$ cat config.mk
export PLATFORM = sky130hd
export DESIGN_NAME = zelda_sprite_engine
export DESIGN_NICKNAME = d
export VERILOG_FILES = /design/src/rtl/zelda_sprite_engine.sv
export SDC_FILE = /design/constraint.sdc
export NUM_CORES = 1
export LEC_CHECK = 0
export CAP_MARGIN = 15
export CORE_ASPECT_RATIO = 0.6
export CORE_UTILIZATION = 52
export DETAILED_ROUTE_END_ITERATION = 16
export HOLD_SLACK_MARGIN = 0.12
export PLACE_DENSITY = 0.87
export SETUP_SLACK_MARGIN = 0.3
export SLEW_MARGIN = 20
export SYNTH_ARGS = -nofsm -noshare
export SYNTH_HDL_FRONTEND = slang
export SYNTH_SLANG_ARGS = --single-unit
$ cat constraint.sdc
create_clock -name vga_clk -period 5.75 [get_ports vga_clk]
set_input_delay 0.8625 -clock vga_clk [delete_from_list [all_inputs] [get_ports vga_clk]]
set_output_delay 0.8625 -clock vga_clk [all_outputs]
set_load 0.01 [all_outputs]
$ cat src/rtl/zelda_sprite_engine.sv
// Walking-sprite compositor: overlays one animated, direction-facing sprite on the
// background pixel stream and flags wall contact on the sprite's leading edge per frame.
module zelda_sprite_engine #(
  parameter int          SPRITE_W       = 32,
  parameter int          SPRITE_H       = 32,
  parameter int          FRAMES_PER_DIR = 2,
  parameter int          FRAME_PERIOD   = 8,
  parameter logic [3:0]  TRANSP_IDX     = 4'h0,
  parameter logic [11:0] WALL0          = 12'hB47,
  parameter logic [11:0] WALL1          = 12'hD8A,
  parameter logic [11:0] WALL2          = 12'hFCC,
  localparam int         ADDR_W         = $clog2(4 * FRAMES_PER_DIR * SPRITE_W * SPRITE_H)
) (
  input  logic              vga_clk,
  input  logic              reset_n,
  input  logic [9:0]        DrawX,
  input  logic [9:0]        DrawY,
  input  logic              blank,
  input  logic [9:0]        spriteX,
  input  logic [9:0]        spriteY,
  input  logic [7:0]        keycode,
  output logic [ADDR_W-1:0] spr_addr,
  input  logic [3:0]        spr_idx,
  input  logic [11:0]       spr_rgb,
  input  logic [11:0]       bg_rgb,
  output logic [3:0]        red,
  output logic [3:0]        green,
  output logic [3:0]        blue,
  output logic              collision,
  output logic [1:0]        dir
);

  localparam int FW = (FRAMES_PER_DIR > 1) ? $clog2(FRAMES_PER_DIR) : 1;
  localparam int CW = (FRAME_PERIOD > 1) ? $clog2(FRAME_PERIOD) : 1;

  typedef enum logic [1:0] {
    DIR_DOWN  = 2'd0,
    DIR_UP    = 2'd1,
    DIR_LEFT  = 2'd2,
    DIR_RIGHT = 2'd3
  } dir_e;

  // Frame-level state, updated only at frame start.
  logic [9:0]    spx_q, spx_d;
  logic [9:0]    spy_q, spy_d;
  dir_e          dir_q, dir_d;
  logic          moving_q, moving_d;
  logic [FW-1:0] anim_frame_q, anim_frame_d;
  logic [CW-1:0] anim_cnt_q, anim_cnt_d;
  logic          coll_acc_q, coll_acc_d;
  logic          collision_q, collision_d;

  // Pixel pipeline.
  logic          in_box_q, in_box_d;
  logic          probe_q, probe_d;
  logic          blank_q, blank_d;
  logic [11:0]   rgb_q, rgb_d;

  logic          fs;
  logic          key_valid;
  dir_e          key_dir;
  logic [9:0]    dx, dy;
  logic [10:0]   x_ext, y_ext, sx_ext, sy_ext;
  logic          in_box;
  logic          edge_match;
  logic          hit_s1;
  logic [ADDR_W-1:0] frame_sel;

  assign fs = (DrawX == 10'd0) && (DrawY == 10'd0);

  always_comb begin
    // NOTE: every combinational output gets a default first, so no path can infer a latch.
    key_valid = 1'b1;
    key_dir   = DIR_DOWN;
    case (keycode)
      8'h07:   key_dir = DIR_RIGHT;
      8'h1A:   key_dir = DIR_UP;
      8'h04:   key_dir = DIR_LEFT;
      8'h16:   key_dir = DIR_DOWN;
      default: key_valid = 1'b0;
    endcase
  end

  // Box test in 11 bits so a sprite hanging off the right/bottom is clipped, not wrapped.
  always_comb begin
    dx     = DrawX - spx_q;
    dy     = DrawY - spy_q;
    x_ext  = {1'b0, DrawX};
    y_ext  = {1'b0, DrawY};
    sx_ext = {1'b0, spx_q};
    sy_ext = {1'b0, spy_q};
    in_box = (x_ext >= sx_ext) && (x_ext < sx_ext + 11'(SPRITE_W)) &&
             (y_ext >= sy_ext) && (y_ext < sy_ext + 11'(SPRITE_H));
  end

  always_comb begin
    frame_sel = ADDR_W'(dir_q) * ADDR_W'(FRAMES_PER_DIR) + ADDR_W'(anim_frame_q);
    spr_addr  = (frame_sel * ADDR_W'(SPRITE_H) + ADDR_W'(dy)) * ADDR_W'(SPRITE_W) + ADDR_W'(dx);
  end

  always_comb begin
    edge_match = 1'b0;
    case (dir_q)
      DIR_RIGHT: edge_match = (dx == 10'(SPRITE_W - 1));
      DIR_LEFT:  edge_match = (dx == 10'd0);
      DIR_UP:    edge_match = (dy == 10'd0);
      DIR_DOWN:  edge_match = (dy == 10'(SPRITE_H - 1));
      default:   edge_match = 1'b0;
    endcase
  end

  assign hit_s1 = probe_q &&
                  ((bg_rgb == WALL0) || (bg_rgb == WALL1) || (bg_rgb == WALL2));

  always_comb begin
    spx_d        = spx_q;
    spy_d        = spy_q;
    dir_d        = dir_q;
    moving_d     = moving_q;
    anim_frame_d = anim_frame_q;
    anim_cnt_d   = anim_cnt_q;
    collision_d  = collision_q;
    coll_acc_d   = coll_acc_q | hit_s1;

    if (fs) begin
      spx_d       = spriteX;
      spy_d       = spriteY;
      moving_d    = key_valid;
      // A hit landing on the frame-start cycle was probed in the previous frame.
      collision_d = coll_acc_q | hit_s1;
      coll_acc_d  = 1'b0;
      if (key_valid) begin
        dir_d = key_dir;
        if (anim_cnt_q == CW'(FRAME_PERIOD - 1)) begin
          anim_cnt_d   = '0;
          anim_frame_d = (anim_frame_q == FW'(FRAMES_PER_DIR - 1)) ? '0 : anim_frame_q + 1'b1;
        end else begin
          anim_cnt_d = anim_cnt_q + 1'b1;
        end
      end else begin
        anim_cnt_d   = '0;
        anim_frame_d = '0;
      end
    end
  end

  always_comb begin
    in_box_d = in_box;
    probe_d  = in_box && blank && moving_q && edge_match;
    blank_d  = blank;
    if (!blank_q) begin
      rgb_d = 12'h000;
    end else if (in_box_q && (spr_idx != TRANSP_IDX)) begin
      rgb_d = spr_rgb;
    end else begin
      rgb_d = bg_rgb;
    end
  end

  always_ff @(posedge vga_clk or negedge reset_n) begin
    if (!reset_n) begin
      spx_q        <= '0;
      spy_q        <= '0;
      dir_q        <= DIR_DOWN;
      moving_q     <= 1'b0;
      anim_frame_q <= '0;
      anim_cnt_q   <= '0;
      coll_acc_q   <= 1'b0;
      collision_q  <= 1'b0;
      in_box_q     <= 1'b0;
      probe_q      <= 1'b0;
      blank_q      <= 1'b0;
      rgb_q        <= '0;
    end else begin
      // NOTE: non-blocking assignments so every flop samples pre-edge values together.
      spx_q        <= spx_d;
      spy_q        <= spy_d;
      dir_q        <= dir_d;
      moving_q     <= moving_d;
      anim_frame_q <= anim_frame_d;
      anim_cnt_q   <= anim_cnt_d;
      coll_acc_q   <= coll_acc_d;
      collision_q  <= collision_d;
      in_box_q     <= in_box_d;
      probe_q      <= probe_d;
      blank_q      <= blank_d;
      rgb_q        <= rgb_d;
    end
  end

  assign red       = rgb_q[11:8];
  assign green     = rgb_q[7:4];
  assign blue      = rgb_q[3:0];
  assign collision = collision_q;
  assign dir       = dir_q;

endmodule

==> Word level (Yosys, flattened, before mapping) <==
Cells that the tools add are included.
Widths: inputs -> output; s select.
{ "op_classes": {"n_eq_ne": 14, "order_cmp": 4, "n_bitwise": 1, "n_reduce_logical": 20, "add_sub_neg": 9, "n_mux": 11} }
{ "ops": {"columns": ["op", "count"], "rows": [
  ["$logic_not 10->1", 4],
  ["$eq 12x12->1 const B", 3],
  ["$mux 12", 2],
  ["$add 10x6->11 const B", 2],
  ["$lt 10x11->1", 2],
  ["$eq 10x5->1 const B", 2],
  ["$ge 10x10->1", 2],
  ["$sub 10x10->10", 2],
  ["$eq 8x3->1 const B", 2],
  ["$eq 8x5->1 const B", 2],
  ["$add 13x10->13", 1],
  ["$logic_and 1x1->1", 9],
  ["$add 8x8->8", 1],
  ["$mux 3", 2],
  ["$pmux 2 s3", 1],
  ["$mux 1", 5],
  ["$eq 2x2->1 const B", 2],
  ["$pmux 1 s4", 1],
  ["$reduce_and 2->1", 2],
  ["$reduce_bool 4->1", 1],
  ["$reduce_or 4->1", 1],
  ["$add 3x1->3", 1],
  ["$add 3x1->3 const B", 1],
  ["$eq 3x3->1 const B", 1],
  ["other kinds (6)", 7]
]} }
{ "word_totals": {"ff_bits": 44, "wordCells": 71, "input_bits": 79, "output_inout_bits": 28} }

==> Depth between registers and ports, before layout <==
Gate-level depths: netlist of the first run.
{ "logic_depth": {"ltp_word": 8, "ltp_mapped": 16, "depth_no_buf": 16} }

==> Least setup slack after synthesis of the first run <==
Ideal clock, no wire load.
{ "synth_timing": {"path_kind": "in2out", "from": "in DrawX[0]", "to": "out spr_addr[12]", "stages": 16, "required_time_ns": 4.888, "path_slack_ns": 1.186, "n_path_buf": 0, "arrival_ns": 3.701, "path_cell_list": "inv_1 > ha_1 > fa_1 > nor2b_1 > o31a_1 > o21a_1 > nor2_1 > xnor2_1 > ha_1 > a21o_1 > a21oi_1 > o21bai_1 > a21oi_1 > nor3b_1 > xnor2_1 > xnor2_1"} }
{ "synth_via": {"elab_chain_len": 2} }
{ "synth_lines": {"columns": ["element", "line_no", "rtl"], "rows": [
  ["from (decl)", "16", "input logic [9:0] DrawX,"],
  ["$sub 10x10->10", "86", "dx = DrawX - spx_q;"],
  ["$add 13x10->13", "98", "spr_addr = (frame_sel * ADDR_W'(SPRITE_H) + ADDR_W'(dy)) * ADDR_W'(SPRITE_W) + ADDR_W'(dx);"],
  ["to (decl)", "22", "output logic [ADDR_W-1:0] spr_addr,"]
]} }
Every way passes these cells.

==> Worst setup path after layout of the first run <==
{ "layout_timing": {"from": "in DrawX[0]", "to": "out spr_addr[11]"} }
Same word-level chain as after synthesis.

==> summary.md, run 1 <==
| Metric | Value |
|---|---|
| Synth cell types | 64 |
| Minimum clock period | 5.28 ns |
| Yosys Warn Count | 0 |
| Die Ht | 67.2 µm |
| P_leak | 2.23 nW |
| Reg2Reg Depth | 11 |
| RSZ-0062 raised after global routing | no |
| Buffer depth of the longest clock path | 2 |
| Vias in the first global route | 3411 |
| CP delay by family, top | adder cells |
| CTS clock-pin slew for the worst setup and hold paths | 0.06 ns |
| Cell Rows | 23 |
| Worst Setup Slack, final | 0.465 ns |
| Clock power frac | 38.0% |
| Critical Path Start | DrawX[0] |
| Iter 0 DRT Violations | 219 |
| EDFF count, synth | 0 |
| Die span in x | 111 µm |
| Post-Syn Area | 0.00369 mm² |
| CTS Sinks | 44 |
| Pre-CTS setup slack | 0.127 ns |
| Hold path depth | 2 |
| Top routing layer in use | met4 |
| CP Capture Type | output pin |
| WHS | between 0.5 and 0.6 ns |
| Total Routing Usage GR | 28.8% |
| CP bufs+invs | 4 |
| Antenna Cells | 0 |
| Met1 WL | approximately 5000 µm |
| Max rail drop VDD | ~0.13 mV |
| Arr. time, crit path | 4.42 ns |
| Ys async rst share | 100% |
| Post-synthesis sequential area ratio | 29.9% |
| DR vias | 3619 |
| Hold Path Class | reg2reg |
| Fmax | approximately 0.19 GHz |
| Post-detail-place hpwl | about 8400 µm |
| Slew HR | 36.8% |
| # H-tree levels | 2 |
| Power density over the cells | 170 mW/mm² |
| DR WL/cell | 17.1 µm |
| Slew @ Worst Pin | between 0.9 and 1 ns |
| Worst reg2reg setup slack | between 2 and 3 ns |
| Slowest cell on crit path | clkdlybuf4s50_1 |
| Crit Path Class | in2out |
| Logic pwr share | 24.9% |
| CP Cell Sequence | clkdlybuf4s50_1, inv_1, ha_1, fa_1, nor2b_2, o31a_1, o21a_1, nor2_1, xnor2_2, buf_4, fa_1, a21oi_1, nor2_1, nor2_2, nor2b_1, o21ai_0, xor2_1, dlygate4sd2_1 |
| Share of cells above drive strength 1 | approximately 6.5% |
| Hold_buf cts | 0 |
| Final hold vios | 0 |
| Grt total ovfl | 0 |
| Worst Hold Launch | moving_q |
| Via density | 5.82 |
| Antenna Nets Post-Route | 0 |
| R2r startpoint | spy_q[0] |
| Syn_nets | 553 |
| Max-cap violation count | 0 |
| Largest net degree at the start of global routing | 46 |
| Area growth from synthesis to layout | 36.2% |
| Sw Ratio | 25.2% |
| Total negative setup slack | 0 ns |
| Post-layout power | 0.852 mW |
| Drt first pass iters | 5 |
| Initial antenna violation count | 0 |
| Final-report setup violation count | 0 |
| Critical path endpoint | spr_addr[11] |
| Int Power | 0.637 mW |
| IO Pins | 107 |
| Top_reg_cell synth | dfrtp_1 |
| Die Footprint | 0.00744 mm² |
| Crit-path max cell delay | between 0.4 and 0.5 ns |
| CTS tree | done |
| Root Buffer | clkbuf_16 |
| Length of routed met2 wiring | 4850 µm |
| Status | finished, final reports clean |
| Register share of total power | 37.2% |
| WL met3 | 650 µm |
| Inserted Clock Buffers | 5 |
| Required @ worst endpoint | about 4.9 ns |
| DRC | 0 |
| Nets | 660 |
| FF+latch count, synth | 44 |
| Levels on crit path | 18 |
| Max-slew violation count | 0 |
| Skew-Pair Late Insertion Delay | 0.29 ns |
| Worst-path maximum fanout | 3 |
| P_sw | 0.215 mW |
| Mapped Cells | roughly 430 |
| Final worst path period share | 91.9% |
| CP Launch Type | primary input |
| Initial Utilization | 54.5% |
| Core box area | 0.00676 mm² |
| Clock skew | approximately 0.0043 ns |
| Final WL | 10600 µm |
| First-pass GRT wire length | 16700 µm |
| Placer Congestion | 0.906 |
| R2r endpoint | probe_q |
| IO Port Bufs | between 100 and 150 |
| Avg Cell Area, Syn | 8.64 µm² |
[through the flow]
| stage | std cells | area (µm²) | utilization [%] |
|---|---|---|---|
| after floorplan | 427 | 3690 | - |
| after global placement | 614 | 4840 | 71.6 |
| after detailed placement | 614 | 4840 | 71.6 |
| after CTS | 622 | 5010 | 74.2 |
| after global routing | 622 | 5020 | 74.2 |
| final | 622 | 5020 | 74.2 |
[kinds of logic after synthesis]
| logic type | share of synthesized area (%) |
|---|---|
| and+or+nand+nor | 19.1 |
| AOI/OAI and AO/OA | 22.8 |
| adders and majority gates | 16.8 |
| buffers and inverters | 4.58 |
| DFF | 29.9 |
| xor gates and xnor gates | 5.94 |
| muxes | 0.916 |
[final cells by class]
type	count	area (µm²)
Timing Repair Buffer	109	1070
Sequential cell	44	1100
Fill cell	491	1740
Multi-Input combinational cell	338	2440
Inverter	36	135
Clock buffer	6	129
Clock inverter	2	35.0
Tap cell	87	109
[how the worst min path moves through the flow]
stage	to	slack [ns]
final	moving_q	0.50
after global routing	moving_q	0.52
after CTS	moving_q	0.50
after detailed placement	anim_cnt_q[0]	0.49
after global placement	moving_q	0.47
after floorplan	moving_q	0.45
[worst reg2reg max path, delay by kind of cell (launching register included)]
| kind | cells | cell delay (ns) |
|---|---|---|
| xor gates and xnor gates | 1 | 0.18 |
| AOI/OAI and AO/OA | 7 | 1.81 |
| DFF | 1 | 0.36 |
| buffers and inverters | 1 | 0.08 |
| adders and majority gates | 2 | 0.65 |
[synth_stat cells, types with 8 or more instances]
library cell / number / share of area, %
a21boi_0: 12 / 2.4
a21oi_1: 15 / 2.0
clkbuf_1: 9 / 0.92
dfrtp_1: 44 / 30
ha_1: 43 / 15
inv_1: 36 / 3.7
nand2_1: 59 / 6.0
nand3_1: 12 / 1.6
nand4_1: 8 / 1.4
nor2_1: 24 / 2.4
nor4_1: 10 / 1.7
o21ai_0: 38 / 5.2
xnor2_1: 21 / 5.0
[metal layers]
layer  GRT usage [%]  vias to the layer above
met5               0                        -
met4            6.67                        0
met3            6.37                       15
met2            48.8                      139
met1            38.3                     1709
li1                -                     1756
[state kept, by name, summed over array words and instances (netlist names)]
name          cells
moving_q          1
dir               2
probe_q           1
anim_cnt_q        3
spy_q            10
rgb_q            12
collision         1
coll_acc_q        1
blank_q           1
anim_frame_q      1
spx_q            10
in_box_q          1
[timing repair]
action,in CTS,in global routing
gates resized for setup,5,4
endpoints found under the setup margin,2,3
pin swaps,1,3
buffers inserted,0,0
[layout by cell type (no fill, tap or decap), drive strengths merged, types with 2 or more instances in the layout]
cell type      instances
nand3                 13
a21oi                 16
nand4                  8
a21o                   7
o31a                   2
nor3                   7
o21bai                 4
nor4b                  2
or2                    2
o2111ai                3
o32a                   2
o31ai                  3
o311ai                 2
nor2b                  5
o41ai                  3
clkdlybuf4s50        103
nand2b                 4
nand2                 59
a21boi                12
o2bb2ai                2
dfrtp                 44
xnor2                 21
inv                   36
mux2                   3
nor4                  10
a211oi                 4
nor2                  24
and3                   4
xor2                   4
a211o                  2
fa                     4
buf                    4
o21ai                 41
o21a                   7
clkbuf                 7
ha                    43
[power by group through the flow]
| stage | Sequential (mW) | Combinational (mW) | Clock (mW) |
|---|---|---|---|
| finish | 0.316 | 0.212 | 0.323 |
| global route | 0.317 | 0.228 | 0.339 |
| CTS | 0.317 | 0.209 | 0.324 |
| detailed placement | 0.322 | 0.207 | 0 |
| global placement | 0.322 | 0.203 | 0 |
| floorplan | 0.324 | 0.0839 | 0 |
(Power assumes the default switching activity.)
==> run 2, diff against run 1 <==
--- a/config.mk
+++ b/config.mk
@@ -7,12 +7,12 @@
 export LEC_CHECK = 0
 export CAP_MARGIN = 15
 export CORE_ASPECT_RATIO = 0.6
+export CORE_MARGIN = 4
 export CORE_UTILIZATION = 52
 export DETAILED_ROUTE_END_ITERATION = 16
 export HOLD_SLACK_MARGIN = 0.12
 export PLACE_DENSITY = 0.87
 export SETUP_SLACK_MARGIN = 0.3
-export SLEW_MARGIN = 20
 export SYNTH_ARGS = -nofsm -noshare
 export SYNTH_HDL_FRONTEND = slang
 export SYNTH_SLANG_ARGS = --single-unit
==> summary.md, run 2 (same netlist as run 1, synthesis figures left out) <==
| Metric | Value |
|---|---|
| Vias in the first global route | 3377 (-1.0%) |
| Hold_buf cts | 0 (unchanged) |
| Sw Ratio | 26.8% (+1.6 points) |
| Highest-count cells in the layout ignoring fill and taps | clkdlybuf4s50_1 (103), nand2_1 (59), dfrtp_1 (44), ha_1 (43), o21ai_0 (37) |
| IO Port Bufs | 106 (unchanged) |
| Drt first pass iters | 5 (unchanged) |
| Logic pwr share | 26.1% (+1.2 points) |
| Inserted Clock Buffers | 5 (unchanged) |
| Crit Path Class | in2out |
| Worst Hold Launch | moving_q |
| RSZ-0062 raised after global routing | no |
| Power density over the cells | 161 mW/mm² (-4.8%) |
| Skew-Pair Late Insertion Delay | 0.29 ns (about the same) |
| Max reg flops | 12 (unchanged) |
| Post-detail-place hpwl | 8410 µm (about the same) |
| Final hold vios | 0 (unchanged) |
| Area growth from synthesis to layout | 35.3% |
| CP Cell Sequence | clkdlybuf4s50_1, inv_1, ha_1, fa_2, nor2b_2, o31a_1, o21a_1, nor2_1, xnor2_1, ha_1, a21o_1, a21oi_2, o21bai_1, a21oi_2, xnor2_1, clkdlybuf4s50_1 |
| Slowest cell on crit path | clkdlybuf4s50_1 |
| Placed cell count | 614 (unchanged) |
| Share of cells above drive strength 1 | 6.37% (-0.18 points) |
| Clock power frac | 34.6% (-3.4 points) |
| Worst Setup Slack, final | 0.511 ns (+0.0458 ns) |
| Cell Rows | 23 (unchanged) |
| Final WL | 10400 µm (-1.8%) |
| CTS clock-pin slew for the worst setup and hold paths | 0.07 ns (about the same) |
| Arr. time, crit path | 4.38 ns (-0.04 ns) |
| Required @ worst endpoint | 4.89 ns (about the same) |
| Final non-filler cell total | 621 (-0.16%) |
| # H-tree levels | 2 (unchanged) |
| Minimum clock period | 5.24 ns (-0.0458 ns) |
| CP Launch Type | primary input |
| Worst-path maximum fanout | 3 (unchanged) |
| Max-cap violation count | 0 (unchanged) |
| First-pass GRT wire length | 16500 µm (-1.5%) |
| Top reg by flops | rgb_q |
| DR vias | 3585 (-0.94%) |
| DR WL/cell | 16.8 µm (-1.7%) |
| Largest net degree at the start of global routing | 45 (-2.2%) |
| Critical Path Start | DrawX[0] |
| P_leak | 2.21 nW (-1.0%) |
| Antenna Cells | 0 (unchanged) |
| Core box area | 0.00679 mm² (+0.43%) |
| Commonest non-fill, non-tap cell in the layout | clkdlybuf4s50_1 |
| CTS tree | done |
| Biggest registers after layout | rgb_q x12, spx_q x10, spy_q x10 |
| Buffer depth of the longest clock path | 2 (unchanged) |
| Nets | 660 (unchanged) |
| Root Buffer | clkbuf_16 |
| Register share of total power | 39.3% (+2.1 points) |
| Pre-CTS setup slack | 0.0620 ns (-0.0654 ns) |
| Total negative setup slack | 0 ns (unchanged) |
| Antenna Nets Post-Route | 0 (unchanged) |
| Die Ht | 73.2 µm (+8.9%) |
| R2r startpoint | spy_q[0] |
| P_sw | 0.216 mW (+0.41%) |
| Clock skew | 0.00843 ns (+0.00412 ns) |
| Slew HR | 36.6% (-0.23 points) |
| Via density | 5.77 (-0.78%) |
| Max-slew violation count | 0 (unchanged) |
| Initial Utilization | 54.3% (-0.23 points) |
| Grt total ovfl | 0 (unchanged) |
| Setup Fix Bufs, Post-CTS | 0 (unchanged) |
| DRC | 0 (unchanged) |
| Final worst path period share | 91.1% (-0.80 points) |
| Total Routing Usage GR | 24.7% (-4.1 points) |
| IO Pins | 107 (unchanged) |
| CP Capture Type | output pin |
| Die Footprint | 0.00855 mm² (+15%) |
| Iter 0 DRT Violations | 260 (+19%) |
| Hold Path Class | reg2reg |
| Die span in x | 117 µm (+5.4%) |
| Placer Congestion | 0.941 (+3.9%) |
| Max rail drop VDD | 0.129 mV (+0.20%) |
| Final-report setup violation count | 0 (unchanged) |
| Int Power | 0.590 mW (-7.4%) |
| Initial antenna violation count | 0 (unchanged) |
| CTS Sinks | 44 (unchanged) |
| Crit-path max cell delay | 0.55 ns (+0.07 ns) |
| Status | finished, final reports clean |
| Fmax | 0.191 GHz (+0.87%) |
| Slew @ Worst Pin | 0.951 ns (+0.00338 ns) |
## run 2: cell types whose count changed in the layout (fill, tap and decap cells not counted), sizes merged
cell	previous run	this run
clkbuf	7	6
clkinvlp	0	1
bufinv	1	0
## run 2: through the flow
stage | hold WS (ns) | utilization [%] | total power [mW] | instance area [µm²]
CTS | 0.492 | 73.4 | 0.809 | 4980
global placement | 0.465 | 71.3 | 0.525 | 4840
finish | 0.497 | 73.4 | 0.805 | 4990
floorplan | 0.447 | - | 0.408 | 3690
detailed placement | 0.476 | 71.3 | 0.530 | 4840
global route | 0.518 | 73.4 | 0.842 | 4990
## run 2: layer usage
| layer | vias to the layer above | routed length (µm) | share of wire [%] | track usage [%] |
|---|---|---|---|---|
| li1 | 1751 | - | - | - |
| met1 | 1667 | 5040 | 48 | 37.2 |
| met2 | 147 | 4490 | 43 | 36.5 |
| met3 | 20 | 741 | 7.1 | 5.14 |
| met4 | 0 | 149 | 1.4 | 5.34 |
| met5 | - | 0 | 0 | 0 |
## run 2: power by group through the flow
| stage | registers [mW] | logic (mW) | clock network, mW |
|---|---|---|---|
| 2_1_floorplan | 0.324 | 0.0839 | 0 |
| 3_3_place_gp | 0.322 | 0.203 | 0 |
| 3_5_place_dp | 0.322 | 0.207 | 0 |
| 4_1_cts | 0.316 | 0.208 | 0.285 |
| 5_1_grt | 0.317 | 0.227 | 0.299 |
| 6_report | 0.316 | 0.210 | 0.279 |
## run 2: layout make-up
class	instances	area [µm²]
Fill cell	489	1800
Sequential cell	44	1100
Timing Repair Buffer	109	1070
Clock buffer	5	125
Inverter	36	135
Clock inverter	2	12.5
Multi-Input combinational cell	338	2430
Tap cell	87	109
## run 2: path summary, 6_finish.rpt
kind / slack, ns / cells past startpoint / to
worst max-delay path: 0.51 / 16 / spr_addr[10]
worst min-delay path: 0.50 / 2 / moving_q
worst max register to register: 2.73 / 11 / probe_q
worst min register to register: 0.50 / 2 / moving_q
max in group asynchronous: 4.43 / 1 / spy_q[6]
min in group asynchronous: 0.71 / 1 / rgb_q[1]
## run 2: critical path: cells and delay by family
| family | cells | cell delay (ns) |
|---|---|---|
| buffers and inverters | 3 | 1.08 |
| AO/OA/AOI/OAI | 6 | 0.97 |
| adder cells (fa/ha/maj) | 3 | 0.89 |
| XOR/XNOR | 2 | 0.36 |
| AND/OR/NAND/NOR | 2 | 0.20 |
## run 2: repair_timing
action | CTS | global route
hold endpoints to repair | 0 | 0
pin swaps | 1 | 3
setup endpoints to repair | 2 | 4
gates resized for setup | 4 | 5
